### config.mk
export PLATFORM = sky130hd
export DESIGN_NAME = read_miss_requester
export DESIGN_NICKNAME = d
export VERILOG_FILES = /design/src/rtl/read_miss_requester.sv
export SDC_FILE = /design/constraint.sdc
export NUM_CORES = 1
export LEC_CHECK = 0
export ABC_CLOCK_PERIOD_IN_PS = 2800
export CORE_MARGIN = 2
export CORE_UTILIZATION = 36
export CTS_CLUSTER_SIZE = 12
export DETAILED_ROUTE_END_ITERATION = 8
export PLACE_DENSITY = 0.9
export SKIP_LAST_GASP = 1
export SLEW_MARGIN = 20
export SYNTH_ARGS = -nofsm -noshare
export SYNTH_HDL_FRONTEND = slang
export SYNTH_SLANG_ARGS = --single-unit
### constraint.sdc
create_clock -name clk -period 2.8 [get_ports clk]
set_input_delay 0.84 -clock clk [delete_from_list [all_inputs] [get_ports clk]]
set_output_delay 0.84 -clock clk [all_outputs]
set_load 0.02 [all_outputs]
### src/rtl/read_miss_requester.sv
// Read-miss issue path: queue the miss address in R_MISS_FIFO, then request it from CXL.
// Optional READ_MISS_REQ_PERF_EN adds request and stall counters.
`ifndef AXI_ADDR_WIDTH
`define AXI_ADDR_WIDTH 64
`endif

module read_miss_requester #(
    parameter int ADDR_WIDTH      = `AXI_ADDR_WIDTH,
    parameter int MAX_OUTSTANDING = 16,
    parameter int CNT_WIDTH       = $clog2(MAX_OUTSTANDING + 1)
) (
    input  logic                  clk,
    input  logic                  rst_n,
    input  logic                  miss_valid_i,
    output logic                  miss_ready_o,
    input  logic [ADDR_WIDTH-1:0] miss_addr_i,
    output logic                  fifo_write_en_o,
    input  logic                  fifo_full_i,
    output logic [ADDR_WIDTH-1:0] fifo_wdata_o,
    output logic                  cxl_ar_valid_o,
    input  logic                  cxl_ar_ready_i,
    output logic [ADDR_WIDTH-1:0] cxl_araddr_o,
    input  logic                  done_i,
    output logic [CNT_WIDTH-1:0]  outstanding_o,
`ifdef READ_MISS_REQ_PERF_EN
    output logic [31:0]           req_cnt_o,
    output logic [31:0]           stall_cnt_o,
`endif
    output logic                  idle_o,
    output logic                  err_o
);

    typedef enum logic [1:0] {
        S_IDLE,
        S_PUSH,
        S_REQ
    } state_t;

    localparam logic [CNT_WIDTH-1:0] MAX_CNT = CNT_WIDTH'(MAX_OUTSTANDING);

    state_t                state_q, state_d;
    logic [ADDR_WIDTH-1:0] addr_q;
    logic [CNT_WIDTH-1:0]  cnt_q;
    logic                  err_q;
    logic                  accept;
    logic                  handshake;

    always_comb begin
        state_d         = state_q;
        miss_ready_o    = 1'b0;
        fifo_write_en_o = 1'b0;
        cxl_ar_valid_o  = 1'b0;
        accept          = 1'b0;
        handshake       = 1'b0;
        unique case (state_q)
            S_IDLE: begin
                miss_ready_o = (cnt_q < MAX_CNT);
                accept       = miss_valid_i && miss_ready_o;
                if (accept) state_d = S_PUSH;
            end
            S_PUSH: begin
                fifo_write_en_o = !fifo_full_i;
                if (!fifo_full_i) state_d = S_REQ;
            end
            S_REQ: begin
                cxl_ar_valid_o = 1'b1;
                handshake      = cxl_ar_ready_i;
                if (cxl_ar_ready_i) state_d = S_IDLE;
            end
            default: state_d = S_IDLE;
        endcase
    end

    // Simultaneous push and pop cancel; a pop at zero is flagged, never wrapped.
    always_ff @(posedge clk) begin
        if (!rst_n) begin
            state_q <= S_IDLE;
            addr_q  <= '0;
            cnt_q   <= '0;
            err_q   <= 1'b0;
        end else begin
            state_q <= state_d;
            if (accept) addr_q <= miss_addr_i;
            if (fifo_write_en_o && !done_i)
                cnt_q <= cnt_q + 1'b1;
            else if (!fifo_write_en_o && done_i && cnt_q != '0)
                cnt_q <= cnt_q - 1'b1;
            if (done_i && cnt_q == '0) err_q <= 1'b1;
        end
    end

`ifdef READ_MISS_REQ_PERF_EN
    always_ff @(posedge clk) begin
        if (!rst_n) begin
            req_cnt_o   <= '0;
            stall_cnt_o <= '0;
        end else begin
            if (handshake) req_cnt_o <= req_cnt_o + 32'd1;
            if (miss_valid_i && !miss_ready_o)
                stall_cnt_o <= stall_cnt_o + 32'd1;
        end
    end
`endif

    assign fifo_wdata_o  = addr_q;
    assign cxl_araddr_o  = addr_q;
    assign outstanding_o = cnt_q;
    assign idle_o        = (state_q == S_IDLE) && (cnt_q == '0);
    assign err_o         = err_q;

endmodule
==> metrics.cfg <==
[status]
outcome = finished, final reports clean

[place]
placed_area_mm2 = 0.00510
place.gp.congestion = 0.816
place_hpwl_um = 7250
port_buffers = 207
post-place-ws_ns = -0.255

[synth]
synth_area_mm2 = 0.00341
yosys_warnings = 0
async_flop_share = 0
syn_avg_cell_area_um2 = 8.52
synth_ff_type = dfxtp_1
syn_inst = 400
synth_seq_area_share = 0.423
synth_edf_count = 0
synth-seq-cells = 72
ys_types = 32
syn_nets = 475

[routing]
wl_um = 9400
vias = 3109
wl_per_cell_um = 14.2
drc = 0
first_iter_violations = 75
dr.pass1.iters = 4
ant_nets = 0
routed_via_density = 4.70

[die]
die_area_mm2 = 0.0103
rows = 35
die_height_um = 101
core_area_mm2 = 0.00920
io_pins = 208
die_x_um = 101
initial_core_util = 0.371

[global_route]
grt_max_degree = 41
grt_pass1_vias = 3020
grt_pass1_wl_um = 14300
grt.total_usage = 0.174
grt_remaining_overflow = 0
antenna_found_initial = 0

[sta]
tightestPinTransition_ns = 0.614
clock_skew_ns = 0.00830
setup_slack_ns = 0.0700
grt_setup_unrepaired = false
drv_slew = 0
relSlewSlack = 0.590
finalHoldViolations = 0
max_clock_freq_ghz = 0.366
period_share = 0.975
finalSetupTns_ns = 0
setup_violations = 0
period_needed_ns = 2.73
fin_hold_ws_ns = 0.471

[cts]
cts.sinks = 72
cts_setup_buffers = 0
worstSkewPairLatency_ns = 0.33
cts_tree = done
cts_hold_buf = 0
clockBufferDepth = 2
clockRootBuffer = clkbuf_8
path_clk_slew_ns = 0.07
htree_levels = 3
cts_buffers = 9

[layout]
stdcell_area_mm2 = 0.00534
final_cell_mix = clkdlybuf4s50_1 (205), nand2_1 (132), dfxtp_1 (72), a21boi_1 (62), buf_4 (12)
final_common_cell = clkdlybuf4s50_1
diodes = 0
n_fill_cell = 778
final_nets = 620
drive_above_1_share = 0.0727
fin_util = 0.581
area_delta_synth_final_pct = 56.7

[pwr]
leakagePower_nw = 2.01
switchingPower_mw = 1.47
ir_drop_uv = 496
pwr-share-comb = 0.443
switching_share = 0.359
p_seq_frac = 0.331
p_per_area_mw_per_mm2 = 763
power_frac_clock = 0.225
intPower_mw = 2.61

[min_path]
hold_depth = 2
hold_path.class = reg -> reg

[worst_setup_path]
rr_worst_depth = 7
cp.required_ns = 1.96
startpoint = fifo_full_i
regToRegStartpoint = state_q[1]
crit_path_end_kind = primary output
cp_cell_sequence = clkdlybuf4s50_1 > nor3b_4 > dlygate4sd2_1
crit_cells = 3
cp-endpoint = fifo_write_en_o
critPathTopFamily = buffers and inverters
critPathLaunchType = primary input
r2r-end = outstanding_o[3]
crit_type = in -> out
crit_buf_inv = 2
r2r_slack_ns = 0.67
slowest_stage = clkdlybuf4s50_1
max_stage_delay_ns = 0.48
path_max_fanout = 3
cp.arrival_ns = 1.89

[run]
cap_violations = 0

-- worst register-to-register path, delay by kind of cell (launching register included) --
family | cells | cell delay (ns)
flip-flops | 1 | 0.38
adder cells (fa/ha/maj) | 1 | 0.27
AND/OR/NAND/NOR | 4 | 0.96
AO/OA/AOI/OAI | 1 | 0.27
buffers and inverters | 1 | 0.17
-- layer usage --
layer | part of all wire | global-route usage | vias up
li1 | - | - | 1510
met1 | 0.37 | 0.180 | 1455
met2 | 0.54 | 0.334 | 127
met3 | 0.075 | 0.0428 | 17
met4 | 0.018 | 0.0696 | 0
met5 | 0 | 0 | -
-- cell usage after synthesis (2+ instances only) --
cell	count	area, µm²
buf_2	7	35.0
and3_1	2	12.5
a21boi_0	5	37.5
o21a_1	2	15.0
buf_4	66	495
xnor2_1	2	17.5
nand3_1	6	30.0
inv_1	4	15.0
o21ai_0	2	10.0
nand2_1	133	499
nand3b_1	2	15.0
ha_1	4	50.1
clkbuf_1	7	26.3
and2_1	2	12.5
a21boi_1	62	465
buf_6	6	67.6
a21oi_1	2	10.0
dfxtp_1	72	1440
-- worst min-delay path by stage --
| stage | start | to | slack [ns] |
|---|---|---|---|
| 2_1_floorplan | state_q[0] | state_q[0] | 0.51 |
| 3_3_place_gp | cxl_araddr_o[60] | cxl_araddr_o[60] | 0.46 |
| 3_5_place_dp | cxl_araddr_o[61] | cxl_araddr_o[61] | 0.46 |
| 4_1_cts | cxl_araddr_o[61] | cxl_araddr_o[61] | 0.47 |
| 5_1_grt | cxl_araddr_o[34] | cxl_araddr_o[34] | 0.50 |
| 6_report | cxl_araddr_o[61] | cxl_araddr_o[61] | 0.47 |
-- registers in the layout (all words and copies together) (netlist names) --
name,count
outstanding_o,5
err_o,1
state_q,2
cxl_araddr_o,64
-- logic make-up after synthesis --
kind of cell    after synthesis  synth area share
compound gates               77             0.170
xor+xnor                      3           0.00771
fa+ha+maj                     5            0.0206
buf+inv                      90             0.188
flops                        72             0.423
simple gates                153             0.191
-- metrics by stage --
step,power (mW),cells
after floorplan,2.48,400
after global placement,3.12,645
after detailed placement,3.18,645
after CTS,4.11,661
after global routing,4.31,661
final,4.08,661
-- timing repair --
| item | CTS | global route |
|---|---|---|
| endpoints found under the setup margin | 1 | 2 |
| resized for setup | 1 | 1 |
| pin swaps | 0 | 1 |
-- final cells by class --
type | count | area (µm²) | area share
multi-input combinational | 238 | 1340 | 0.250
tap | 111 | 139 | 0.0260
clock inverter | 4 | 76.3 | 0.0143
sequential | 72 | 1440 | 0.270
timing repair buffer | 220 | 2180 | 0.407
clock buffer | 12 | 155 | 0.0291
inverter | 4 | 15.0 | 0.00281
-- power groups by stage --
| stage | combinational (mW) | sequential, mW | clock [mW] |
|---|---|---|---|
| floorplan | 0.948 | 1.54 | 0 |
| finish | 1.81 | 1.35 | 0.918 |
| global route | 1.94 | 1.37 | 0.993 |
| detailed placement | 1.81 | 1.37 | 0 |
| CTS | 1.82 | 1.35 | 0.947 |
| global placement | 1.76 | 1.36 | 0 |
(Power assumes the default switching activity.)
